<file path="config.mk">
export PLATFORM = sky130hd
export DESIGN_NAME = multicycle_ctrl
export DESIGN_NICKNAME = d
export VERILOG_FILES = /design/src/rtl/mips_pkg.sv /design/src/rtl/ctrl_outdec.sv /design/src/rtl/multicycle_ctrl.sv
export SDC_FILE = /design/constraint.sdc
export NUM_CORES = 1
export LEC_CHECK = 0
export BUFFER_PORTS_ARGS = -buffer_cell sky130_fd_sc_hd__buf_2
export CAP_MARGIN = 20
export CORE_AREA = 4 4 101 55
export DETAILED_ROUTE_END_ITERATION = 6
export DIE_AREA = 0 0 105 59
export PLACE_DENSITY = 0.82
export SLEW_MARGIN = 20
export SYNTH_ARGS = -nofsm -noshare
export SYNTH_HDL_FRONTEND = slang
export SYNTH_SLANG_ARGS = --single-unit
</file>
<file path="constraint.sdc">
create_clock -name clk -period 1.77 [get_ports clk]
set_input_delay 0.354 -clock clk [delete_from_list [all_inputs] [get_ports clk]]
set_output_delay 0.354 -clock clk [all_outputs]
set_load 0.005 [all_outputs]
</file>
<file path="src/rtl/mips_pkg.sv">
// Shared constants and types for the multi-cycle MIPS controller.
// Holds the opcodes, the ALUOP classes, the MemRead modes, the state codes and the strobe bundle.
package mips_pkg;

    localparam logic [5:0] OP_RTYPE = 6'b000000;
    localparam logic [5:0] OP_LW    = 6'b100011;
    localparam logic [5:0] OP_SW    = 6'b101011;
    localparam logic [5:0] OP_BEQ   = 6'b000100;
    localparam logic [5:0] OP_J     = 6'b000010;
    localparam logic [5:0] OP_ADDI  = 6'b001000;

    localparam logic [6:0] ALUOP_ADD   = 7'd0;
    localparam logic [6:0] ALUOP_SUB   = 7'd1;
    localparam logic [6:0] ALUOP_RTYPE = 7'd2;

    localparam logic [1:0] MEMREAD_NONE = 2'b00;
    localparam logic [1:0] MEMREAD_WORD = 2'b01;

    // Plain constants rather than an enum keep the encoding visible to legacy tools.
    typedef logic [3:0] state_t;
    localparam state_t S_FETCH    = 4'd0;
    localparam state_t S_DECODE   = 4'd1;
    localparam state_t S_EXEC_R   = 4'd2;
    localparam state_t S_EXEC_I   = 4'd3;
    localparam state_t S_MEM_ADDR = 4'd4;
    localparam state_t S_MEM_RD   = 4'd5;
    localparam state_t S_MEM_WR   = 4'd6;
    localparam state_t S_WB_R     = 4'd7;
    localparam state_t S_WB_I     = 4'd8;
    localparam state_t S_WB_MEM   = 4'd9;
    localparam state_t S_BRANCH   = 4'd10;
    localparam state_t S_JUMP     = 4'd11;
    localparam state_t S_TRAP     = 4'd12;

    typedef struct packed {
        logic       imem_req;
        logic       fetch_load;
        logic       pc_write;
        logic       reg_dst;
        logic       branch;
        logic       mem_to_reg;
        logic       mem_write;
        logic       alu_src;
        logic       reg_write;
        logic       jump;
        logic [6:0] alu_op;
        logic [1:0] mem_read;
        logic       trap;
    } ctrl_t;

endpackage

</file>
<file path="src/rtl/ctrl_outdec.sv">
// Purely combinational decoder from the controller state to the datapath strobes.
// fetch_load marks the fetch state; the top qualifies it with imem_ready for the IR and PC loads.
module ctrl_outdec
    import mips_pkg::*;
(
    input  logic [3:0] state,
    output ctrl_t      ctrl
);

    always_comb begin
        // NOTE: every field gets a default first, so no path through the case can infer a latch.
        ctrl          = '0;
        ctrl.alu_op   = ALUOP_ADD;
        ctrl.mem_read = MEMREAD_NONE;
        case (state)
            S_FETCH: begin
                ctrl.imem_req   = 1'b1;
                ctrl.fetch_load = 1'b1;
            end
            S_EXEC_R:   ctrl.alu_op = ALUOP_RTYPE;
            S_WB_R: begin
                ctrl.reg_dst   = 1'b1;
                ctrl.reg_write = 1'b1;
                ctrl.alu_op    = ALUOP_RTYPE;
            end
            S_EXEC_I:   ctrl.alu_src = 1'b1;
            S_WB_I: begin
                ctrl.alu_src   = 1'b1;
                ctrl.reg_write = 1'b1;
            end
            S_MEM_ADDR: ctrl.alu_src = 1'b1;
            S_MEM_RD: begin
                ctrl.alu_src  = 1'b1;
                ctrl.mem_read = MEMREAD_WORD;
            end
            S_WB_MEM: begin
                ctrl.mem_to_reg = 1'b1;
                ctrl.reg_write  = 1'b1;
                ctrl.mem_read   = MEMREAD_WORD;
            end
            S_MEM_WR: begin
                ctrl.alu_src   = 1'b1;
                ctrl.mem_write = 1'b1;
            end
            S_BRANCH: begin
                ctrl.branch = 1'b1;
                ctrl.alu_op = ALUOP_SUB;
            end
            S_JUMP: begin
                ctrl.jump     = 1'b1;
                ctrl.pc_write = 1'b1;
            end
            S_TRAP:     ctrl.trap = 1'b1;
            default:    ;
        endcase
    end

endmodule

</file>
<file path="src/rtl/multicycle_ctrl.sv">
// Multi-cycle MIPS controller: state register, next-state logic and retired-instruction counter.
// The strobes come from ctrl_outdec and are forced low while rst_n is asserted.
module multicycle_ctrl
    import mips_pkg::*;
#(
    parameter int CNT_W = 32
) (
    input  logic             clk,
    input  logic             rst_n,
    input  logic [5:0]       opcode,
    input  logic             imem_ready,
    input  logic             dmem_ready,
    output logic             imem_req,
    output logic             ir_write,
    output logic             pc_write,
    output logic             RegDst,
    output logic             Branch,
    output logic             MemtoReg,
    output logic             Memwrite,
    output logic             ALUSrc,
    output logic             RegWrite,
    output logic             Jump,
    output logic [6:0]       ALUOP,
    output logic [1:0]       MemRead,
    output logic             trap,
    output logic [CNT_W-1:0] instr_count
);

    state_t state;
    state_t state_nxt;
    logic   retire;
    ctrl_t  ctrl;

    always_comb begin
        state_nxt = state;
        retire    = 1'b0;
        case (state)
            S_FETCH:    if (imem_ready) state_nxt = S_DECODE;
            S_DECODE: begin
                case (opcode)
                    OP_RTYPE:     state_nxt = S_EXEC_R;
                    OP_LW, OP_SW: state_nxt = S_MEM_ADDR;
                    OP_BEQ:       state_nxt = S_BRANCH;
                    OP_J:         state_nxt = S_JUMP;
                    OP_ADDI:      state_nxt = S_EXEC_I;
                    default:      state_nxt = S_TRAP;
                endcase
            end
            S_EXEC_R:   state_nxt = S_WB_R;
            S_EXEC_I:   state_nxt = S_WB_I;
            // Only lw and sw reach here, so anything but lw is a store.
            S_MEM_ADDR: state_nxt = (opcode == OP_LW) ? S_MEM_RD : S_MEM_WR;
            S_MEM_RD:   if (dmem_ready) state_nxt = S_WB_MEM;
            S_MEM_WR: begin
                if (dmem_ready) begin
                    state_nxt = S_FETCH;
                    retire    = 1'b1;
                end
            end
            S_WB_R, S_WB_I, S_WB_MEM, S_BRANCH, S_JUMP: begin
                state_nxt = S_FETCH;
                retire    = 1'b1;
            end
            S_TRAP:     state_nxt = S_TRAP;
            default:    state_nxt = S_FETCH;
        endcase
    end

    // NOTE: state registers use non-blocking assignments so every flop samples pre-edge values.
    always_ff @(posedge clk or negedge rst_n) begin
        if (!rst_n) begin
            state       <= S_FETCH;
            instr_count <= '0;
        end else begin
            state <= state_nxt;
            if (retire) instr_count <= instr_count + {{(CNT_W-1){1'b0}}, 1'b1};
        end
    end

    ctrl_outdec u_outdec (
        .state (state),
        .ctrl  (ctrl)
    );

    // The IR and PC load only in the cycle the fetched word is valid.
    assign imem_req = rst_n & ctrl.imem_req;
    assign ir_write = rst_n & ctrl.fetch_load & imem_ready;
    assign pc_write = rst_n & (ctrl.pc_write | (ctrl.fetch_load & imem_ready));
    assign RegDst   = rst_n & ctrl.reg_dst;
    assign Branch   = rst_n & ctrl.branch;
    assign MemtoReg = rst_n & ctrl.mem_to_reg;
    assign Memwrite = rst_n & ctrl.mem_write;
    assign ALUSrc   = rst_n & ctrl.alu_src;
    assign RegWrite = rst_n & ctrl.reg_write;
    assign Jump     = rst_n & ctrl.jump;
    assign ALUOP    = rst_n ? ctrl.alu_op : 7'd0;
    assign MemRead  = rst_n ? ctrl.mem_read : 2'b00;
    assign trap     = rst_n & ctrl.trap;

endmodule
</file>
==> out/metrics.cfg, run 1 <==
[clock_network]
clock-sinks=36
cts-buffers-inserted=5
cts.path.max_buffers=2
htree_levels=2
clk_latency_ns=0.29
cts_tree=done
clk_pin_slew_ns=0.07
cts_root_buf=clkbuf_8

[worst_setup_path]
crit_type=reg -> out
arrival_ns=1.52
cp_max_fo=7
start_kind=flip-flop
required_ns=1.42
crit-reg2reg-launch=instr_count[14]$_DFFE_PN0P_
cp-end-kind=output pin
r2r_cells=6
worstSetupStartpoint=state[2]$_DFFE_PN0P_

[run_status]
violations=setup timing
status=complete, but fails checks

[global_routing]
overflow=0
grt_pass1_vias=1745
grtUsageTotal_pct=17.8
antenna_found_initial=0
grt_pass1_wl_mm=8.69
grt_max_degree=39

[routing]
num_vias=1880
drc=0
totalWireLength_mm=5.52
avgViaCountPerCell=5.28
firstDrtPassIters=5
drtAntennaViolNets=0
avgRoutedWirePerCell_um=15.5
drt_iter0_drc=147

[sta]
max_freq_mhz=534
whs_ns=0.159
rsz0062_at_grt=true
layout_setup_ws_ns=-0.104
period_share_pct=106
tightest_slew_ns=0.542
skew_ns=0.00772
hold_viol=0
slew_viol_final=0
setup_viol=6
fin_crit_ns=1.87
relSlewSlack_pct=63.8

[floorplanning]
die_x_um=105
die_y_um=59
start_util_pct=43.0
die_area_um2=6200
row_count=18
io_pins=62
core-area_um2=4730

[synthesis]
ys_seq_area_share_pct=44.3
synth_cell_type_count=45
synth-seq-cells=36
async_reset_ff_share_pct=100
synth_edf_count=0
synth_ff_type=dfrtp_1
syn_inst=206
syn-cell-area_um2=2030
syn_avg_cell_area_um2=9.86
ys_warn_count=0

[power]
powerDensity_nw_per_um2=1080
irDropWorstVdd_v=0.000574
power_mw=3.10
leakage_nw=1.49

[run]
cap_violations=0

[final_layout]
final_common_cell=buf_2
n_fill_cell=399
layout-area-overhead-vs-synth_pct=40.7
drive_above_1_share_pct=44.6
final_nets=306
antenna_cells=0
final_cell_mix=buf_2 (55), dfrtp_1 (35), buf_4 (31)

[worst_hold_path]
min-delay-path-class=in -> async

[placed_design]
gp_congestion=0.934
portBuffers=55
dp_hpwl_mm=3.86

-- per-stage QoR --
step / utilization (%) / std cells / instance area, um2 / setup slack [ns] / TNS, ns
floorplan: - / 211 / 2050 / 0.139 / 0
finish: 60.4 / 356 / 2860 / -0.104 / -0.374
global route: 60.4 / 356 / 2860 / -0.224 / -1.28
detailed placement: 52.8 / 337 / 2490 / -0.0974 / -0.0974
global placement: 52.8 / 337 / 2490 / 0.0181 / 0
CTS: 56.7 / 347 / 2680 / -0.0987 / -0.331
-- critical path, stage by stage (launching register included) --
cell	delay, ns
dfrtp_2	0.46
nand2b_4	0.16
buf_6	0.11
nor2_2	0.08
nor2_1	0.05
o22a_1	0.17
nor2_1	0.08
buf_2	0.11
-- cells by family (layout without fill, tap and decap cells) --
kind of cell	count (synthesis)	after routing	share of synthesized area [%]
simple gates	96	96	27.8
flops	36	36	44.3
xor+xnor	33	33	14.2
buf+inv	20	105	5.73
compound gates	17	17	6.04
fa+ha+maj	2	2	1.11
other cells	1	6	0.185
mux	1	1	0.554
-- final timing paths --
path | slack (ns) | endpoint
max | -0.10 | ALUSrc
min | 0.16 | instr_count[30]$_DFFE_PN0P_
max reg2reg | 0.02 | instr_count[30]$_DFFE_PN0P_
min reg2reg | 0.48 | instr_count[31]$_DFFE_PN0P_
max in group asynchronous | 1.26 | state[2]$_DFFE_PN0P_
min in group clk | 0.40 | state[0]$_DFFE_PN0P_
-- timing repair --
action / 4_1_cts / 5_1_grt
hold buffers: 0 / 0
pin swaps: 5 / 14
endpoints found under the setup margin: 11 / 24
resized for setup: 12 / 23
buffers inserted: 2 / 9
-- cells in the mapped netlist, drive strengths merged (3+ instances only) --
master  instances  share of area (%)
and3            6                1.8
nor4b           3                1.3
nand4          10                3.7
clkbuf          4               0.74
xor2           17                7.3
o21ai           4                1.5
nor2b           6                1.8
xnor2          16                6.9
inv             6                1.1
nand3          13                3.4
nor4            9                4.1
dfrtp          36                 44
nand2b          4                1.4
nor3            8                2.0
buf            10                3.9
nor2           15                3.1
a21oi           4               0.99
nand2          16                3.0
-- report_power, final --
| group | internal (mW) | leakage, nW | switching, mW | total (mW) |
|---|---|---|---|---|
| Clock | 0.497 | 0.0645 | 0.292 | 0.789 |
| Combinational | 0.628 | 0.955 | 0.621 | 1.25 |
| Sequential | 0.928 | 0.472 | 0.132 | 1.06 |
| Total | 2.05 | 1.49 | 1.04 | 3.10 |
-- state kept, by name, summed over array words and instances (netlist names) --
register,flops
instr_count,32
state,4
-- area by class of cell --
cell class                      count  area (um2)  area share (%)
Inverter                            6        22.5           0.788
Multi-Input combinational cell    155        1170            40.9
Tap cell                           60        75.1            2.63
Clock inverter                      1        30.0            1.05
Sequential cell                    36         902            31.6
Clock buffer                        7        96.3            3.37
Timing Repair Buffer               91         564            19.7
-- layer usage --
layer	routed length [um]	track usage, %
met1	2700	26.6
met3	374	5.88
met5	0	0
met4	59	3.55
met2	2390	25.1
Power figures use the tool's default switching activity.
==> run 2: changes to the inputs <==
--- a/config.mk
+++ b/config.mk
@@ -7,11 +7,13 @@
 export LEC_CHECK = 0
 export BUFFER_PORTS_ARGS = -buffer_cell sky130_fd_sc_hd__buf_2
 export CAP_MARGIN = 20
-export CORE_AREA = 4 4 101 55
+export CORE_AREA = 2 2 99 53
+export CTS_BUF_LIST = sky130_fd_sc_hd__clkbuf_16
 export DETAILED_ROUTE_END_ITERATION = 6
-export DIE_AREA = 0 0 105 59
+export DIE_AREA = 0 0 101 55
 export PLACE_DENSITY = 0.82
 export SLEW_MARGIN = 20
 export SYNTH_ARGS = -nofsm -noshare
 export SYNTH_HDL_FRONTEND = slang
 export SYNTH_SLANG_ARGS = --single-unit
+export TNS_END_PERCENT = 100
==> out/metrics.cfg, run 2 (synthesis gave the netlist of run 1 again) <==
[clock_network]
clk_pin_slew_ns=0.05  ; -0.02 ns
cts_tree=done
cts_root_buf=clkbuf_16
clk_latency_ns=0.28  ; about the same
cts.path.max_buffers=2  ; unchanged
cts-buffers-inserted=5  ; unchanged
clock-sinks=36  ; unchanged
htree_levels=2  ; unchanged

[worst_setup_path]
crit-reg2reg-launch=state[2]$_DFFE_PN0P_
worstReg2RegEnd=instr_count[28]$_DFFE_PN0P_
start_kind=flip-flop
arrival_ns=1.48  ; -0.04 ns
reg2reg_setup_slack_ns=0.03  ; about the same
cp_max_fo=7  ; unchanged
required_ns=1.42  ; about the same
crit_type=reg -> out
cp-end-kind=output pin
r2r_cells=8  ; +2

[final_layout]
fin_area_um2=2910  ; +1.9%
largest_reg_flops=32  ; unchanged
seq_area_um2=905  ; +0.28%
drive_above_1_share_pct=43.2  ; -1.4 points
regMostFlops=instr_count
final_cell_mix=buf_2 (55), dfrtp_1 (33), buf_4 (29)
final_core_util_pct=61.6  ; +1.1 points
n_fill_cell=393  ; -1.5%
layout-area-overhead-vs-synth_pct=43.3
final_nets=305  ; -0.33%
top_regs=instr_count: 32 flops, state: 4 flops
final_common_cell=buf_2
antenna_cells=0  ; unchanged
stdcell_count=354  ; -0.56%
multi_input_comb_area_um2=1190  ; +2.2%

[global_routing]
antenna_found_initial=0  ; unchanged
grtUsageTotal_pct=19.0  ; +1.2 points
grt_pass1_wl_mm=7.87  ; -9.4%
grt_pass1_vias=1620  ; -7.2%
grt_max_degree=20  ; -49%
overflow=0  ; unchanged

[worst_hold_path]
min-delay-path-class=in -> async

[routing]
totalWireLength_mm=5.24  ; -5.2%
num_vias=1845  ; -1.9%
avgRoutedWirePerCell_um=14.8  ; -4.6%
drc=0  ; unchanged
avgViaCountPerCell=5.21  ; -1.3%
drtAntennaViolNets=0  ; unchanged
firstDrtPassIters=4  ; -1
drt_iter0_drc=89  ; -39%

[power]
irDropWorstVdd_v=0.000602  ; +5.0%
powerDensity_nw_per_um2=1090  ; +0.14%
power_mw=3.16  ; +2.0%
leakage_nw=1.53  ; +2.5%

[placed_design]
dp_cells=336  ; -0.30%
portBuffers=55  ; unchanged
dp_hpwl_mm=3.76  ; -2.5%
gp_congestion=0.919  ; -1.6%
placed_cell_area_um2=2500  ; +0.20%

[sta]
tightest_slew_ns=0.636  ; +0.0946 ns
setup_viol=2  ; -4
layout_setup_ws_ns=-0.0685  ; +0.0355 ns
slew_viol_final=0  ; unchanged
skew_ns=0.00688  ; -0.000836 ns
rsz0062_at_grt=true
period_share_pct=104  ; -2.0 points
final.setup.tns_ns=-0.127  ; +0.248 ns
max_freq_mhz=544  ; +1.9%
hold_viol=0  ; unchanged
fin_crit_ns=1.84  ; -0.0355 ns
relSlewSlack_pct=57.5  ; -6.3 points

[run_status]
violations=setup timing
status=complete, but fails checks

[floorplanning]
die_y_um=55  ; -6.8%
io_pins=62  ; unchanged
die_area_um2=5560  ; -10%
core-area_um2=4730  ; unchanged
start_util_pct=43.0  ; unchanged
row_count=18  ; unchanged
die_x_um=101  ; -3.8%

[run]
cap_violations=0  ; unchanged

==> run 2: cell count changes in the layout (fill, tap and decap cells not counted), sizes merged <==
| cell | previous run | this run |
|---|---|---|
| buf | 91 | 89 |
| bufinv | 1 | 0 |
| clkbuf | 7 | 6 |
| clkinv | 0 | 2 |
==> run 2: critical path, stage by stage, from the launching register on <==
cell     delay, ns
dfrtp_1       0.39
buf_6         0.15
nor2b_1       0.13
nand2_1       0.10
nor2_2        0.06
or2_2         0.26
buf_2         0.12
==> run 2: cell type report <==
cell class              count  share of cell area [%]
multi-input cells         155                    41.0
flip-flops and latches     36                    31.1
repair buffers             90                    20.0
clock buffers               5                    4.30
well taps                  60                    2.58
inverters                   6                   0.773
clock inverters             2                   0.258
==> run 2: how the worst max path moves through the flow <==
stage / cells after the start / from / to / slack (ns)
6_report: 6 / state[3]$_DFFE_PN0P_ / pc_write / -0.07
5_1_grt: 6 / state[3]$_DFFE_PN0P_ / pc_write / -0.14
4_1_cts: 5 / state[2]$_DFFE_PN0P_ / pc_write / -0.06
3_5_place_dp: 6 / opcode[2] / state[2]$_DFFE_PN0P_ / -0.03
3_3_place_gp: 6 / opcode[2] / state[2]$_DFFE_PN0P_ / 0.01
2_1_floorplan: 4 / state[3]$_DFFE_PN0P_ / pc_write / 0.14
==> run 2: per-layer routing <==
layer	wire length, um	global-route usage (%)
met5	0	0
met4	31	4.28
met3	391	7.04
met2	2240	26.4
met1	2570	27.8
==> run 2: stage by stage <==
| stage | setup WS (ns) | hold WS, ns |
|---|---|---|
| 6_report | -0.0685 | 0.115 |
| 5_1_grt | -0.139 | 0.148 |
| 4_1_cts | -0.0584 | 0.110 |
| 3_5_place_dp | -0.0284 | 0.406 |
| 3_3_place_gp | 0.0114 | 0.409 |
| 2_1_floorplan | 0.139 | 0.0584 |
==> run 2: what timing repair did <==
action / in CTS / in global routing
buffers inserted: 4 / 7
pin swaps: 5 / 12
hold endpoints to repair: 0 / 0
gates cloned: 0 / 1
endpoints found under the setup margin: 9 / 27
hold buffers: 0 / 0
gates resized for setup: 13 / 24
==> run 2: power breakdown <==
group	total [mW]	switching (mW)	leakage, nW	internal [mW]
combinational	1.29	0.614	0.995	0.672
sequential	1.07	0.140	0.469	0.932
clock	0.803	0.301	0.0648	0.502
==> run 3: changes to the inputs <==
--- a/config.mk
+++ b/config.mk
@@ -8,7 +8,6 @@
 export BUFFER_PORTS_ARGS = -buffer_cell sky130_fd_sc_hd__buf_2
 export CAP_MARGIN = 20
 export CORE_AREA = 2 2 99 53
-export CTS_BUF_LIST = sky130_fd_sc_hd__clkbuf_16
 export DETAILED_ROUTE_END_ITERATION = 6
 export DIE_AREA = 0 0 101 55
 export PLACE_DENSITY = 0.82
==> out/metrics.cfg, run 3 (synthesis gave the netlist of run 1 again) <==
[run_status]
status=complete, but fails checks
violations=setup timing

[placed_design]
dp_hpwl_mm=3.76  ; unchanged
placed_cell_area_um2=2500  ; unchanged
portBuffers=55  ; unchanged
gp_congestion=0.919  ; unchanged

[routing]
firstDrtPassIters=4  ; unchanged
drt_iter0_drc=81  ; -9.0%
avgRoutedWirePerCell_um=14.5  ; -1.7%
num_vias=1857  ; +0.65%
totalWireLength_mm=5.19  ; -0.82%
drc=0  ; unchanged
drtAntennaViolNets=0  ; unchanged
avgViaCountPerCell=5.20  ; -0.20%

[worst_setup_path]
arrival_ns=1.49  ; about the same
critical_path.cell_chain=buf_6 > nor4b_4 > and2_1 > or2_2 > buf_2
cp-end-kind=output pin
r2r_cells=7  ; -1
crit_type=reg -> out
worstReg2RegEnd=instr_count[26]$_DFFE_PN0P_
start_kind=flip-flop
crit-reg2reg-launch=state[2]$_DFFE_PN0P_
required_ns=1.42  ; about the same
reg2reg_setup_slack_ns=0  ; -0.03 ns
cp_max_fo=7  ; unchanged
cp_slowest_stage_delay_ns=0.42  ; +0.03 ns
critPathSlowestCell=dfrtp_1

[final_layout]
drive_above_1_share_pct=44.8  ; +1.6 points
largest_reg_flops=32  ; unchanged
top_regs=instr_count: 32 flops, state: 4 flops
fin_area_um2=2930  ; +0.43%
final_nets=308  ; +0.98%
regMostFlops=instr_count
antenna_cells=0  ; unchanged
final_common_cell=buf_2
layout-area-overhead-vs-synth_pct=44.0
final_cell_mix=buf_2 (55), dfrtp_1 (33), buf_4 (31)

[clock_network]
postCtsHoldBufs=0  ; unchanged
cts_tree=done
cts-buffers-inserted=5  ; unchanged
clock-sinks=36  ; unchanged
cts.path.max_buffers=2  ; unchanged
clk_latency_ns=0.28  ; about the same
htree_levels=2  ; unchanged
clk_pin_slew_ns=0.07  ; +0.02 ns
cts_root_buf=clkbuf_8

[sta]
relSlewSlack_pct=57.4  ; -0.11 points
final.setup.tns_ns=-0.132  ; -0.00479 ns
hold_viol=0  ; unchanged
slew_viol_final=0  ; unchanged
tightest_slew_ns=0.638  ; +0.00158 ns
max_freq_mhz=541  ; -0.54%
period_share_pct=104  ; +0.56 points
setup_viol=3  ; +1
layout_setup_ws_ns=-0.0785  ; -0.00992 ns
whs_ns=0.103  ; -0.0119 ns
rsz0062_at_grt=true
skew_ns=0.00730  ; +0.000413 ns
fin_crit_ns=1.85  ; +0.00992 ns

[floorplanning]
core-area_um2=4730  ; unchanged
row_count=18  ; unchanged
die_area_um2=5560  ; unchanged
die_x_um=101  ; unchanged
die_y_um=55  ; unchanged
io_pins=62  ; unchanged
start_util_pct=43.0  ; unchanged

[global_routing]
grt_pass1_vias=1620  ; unchanged
antenna_found_initial=0  ; unchanged
grtUsageTotal_pct=18.9  ; -0.046 points
grt_max_degree=20  ; unchanged
grt_pass1_wl_mm=7.89  ; +0.27%
overflow=0  ; unchanged

[power]
leakage_nw=1.55  ; +1.3%
powerDensity_nw_per_um2=1040  ; -4.3%
irDropWorstVdd_v=0.000602  ; -0.15%

[worst_hold_path]
min-delay-path-class=in -> async

[run]
cap_violations=0  ; unchanged

run 3: per-layer routing:
layer | vias to the layer above | routed length (um) | track usage (%)
met4 | 0 | 26 | 4.28
met3 | 5 | 325 | 6.28
met2 | 51 | 2230 | 26.2
met1 | 904 | 2610 | 28.3
met5 | - | 0 | 0
li1 | 897 | - | -
run 3: metrics by stage:
step	total power, mW	setup WS (ns)	utilization (%)	std cells
after detailed placement	2.10	-0.0284	52.9	336
final	3.04	-0.0785	61.9	357
after floorplan	1.65	0.139	-	211
after global placement	2.07	0.0114	52.9	336
after CTS	2.91	-0.0755	57.1	346
after global routing	3.24	-0.152	61.9	357
run 3: worst max-delay path by stage:
stage	from	endpoint	slack, ns	depth (start not counted)
3_3_place_gp	opcode[2]	state[2]$_DFFE_PN0P_	0.01	6
4_1_cts	state[2]$_DFFE_PN0P_	pc_write	-0.08	5
6_report	state[2]$_DFFE_PN0P_	pc_write	-0.08	5
2_1_floorplan	state[3]$_DFFE_PN0P_	pc_write	0.14	4
3_5_place_dp	opcode[2]	state[2]$_DFFE_PN0P_	-0.03	6
5_1_grt	state[3]$_DFFE_PN0P_	pc_write	-0.15	6
run 3: what timing repair did:
action / in CTS / in global routing
pin swaps: 5 / 15
setup endpoints to repair: 9 / 29
gates cloned: 0 / 1
resized for setup: 17 / 21
setup buffers: 4 / 10
run 3: power breakdown:
part | internal [mW] | total [mW] | switching, mW
clock network | 0.346 | 0.616 | 0.270
registers | 0.930 | 1.07 | 0.144
logic | 0.723 | 1.35 | 0.624
run 3: final cells by class:
| type | count | area [um2] |
|---|---|---|
| multi-input combinational | 155 | 1210 |
| inverter | 6 | 22.5 |
| sequential | 36 | 905 |
| timing repair buffer | 93 | 618 |
| clock buffer | 7 | 96.3 |
| fill | 389 | 1800 |
| tap | 60 | 75.1 |
run 3: critical path, delay by kind of cell (launching register included):
family / cells / cell delay, ns
simple gates: 3 / 0.53
flops: 1 / 0.42
buf+inv: 2 / 0.25
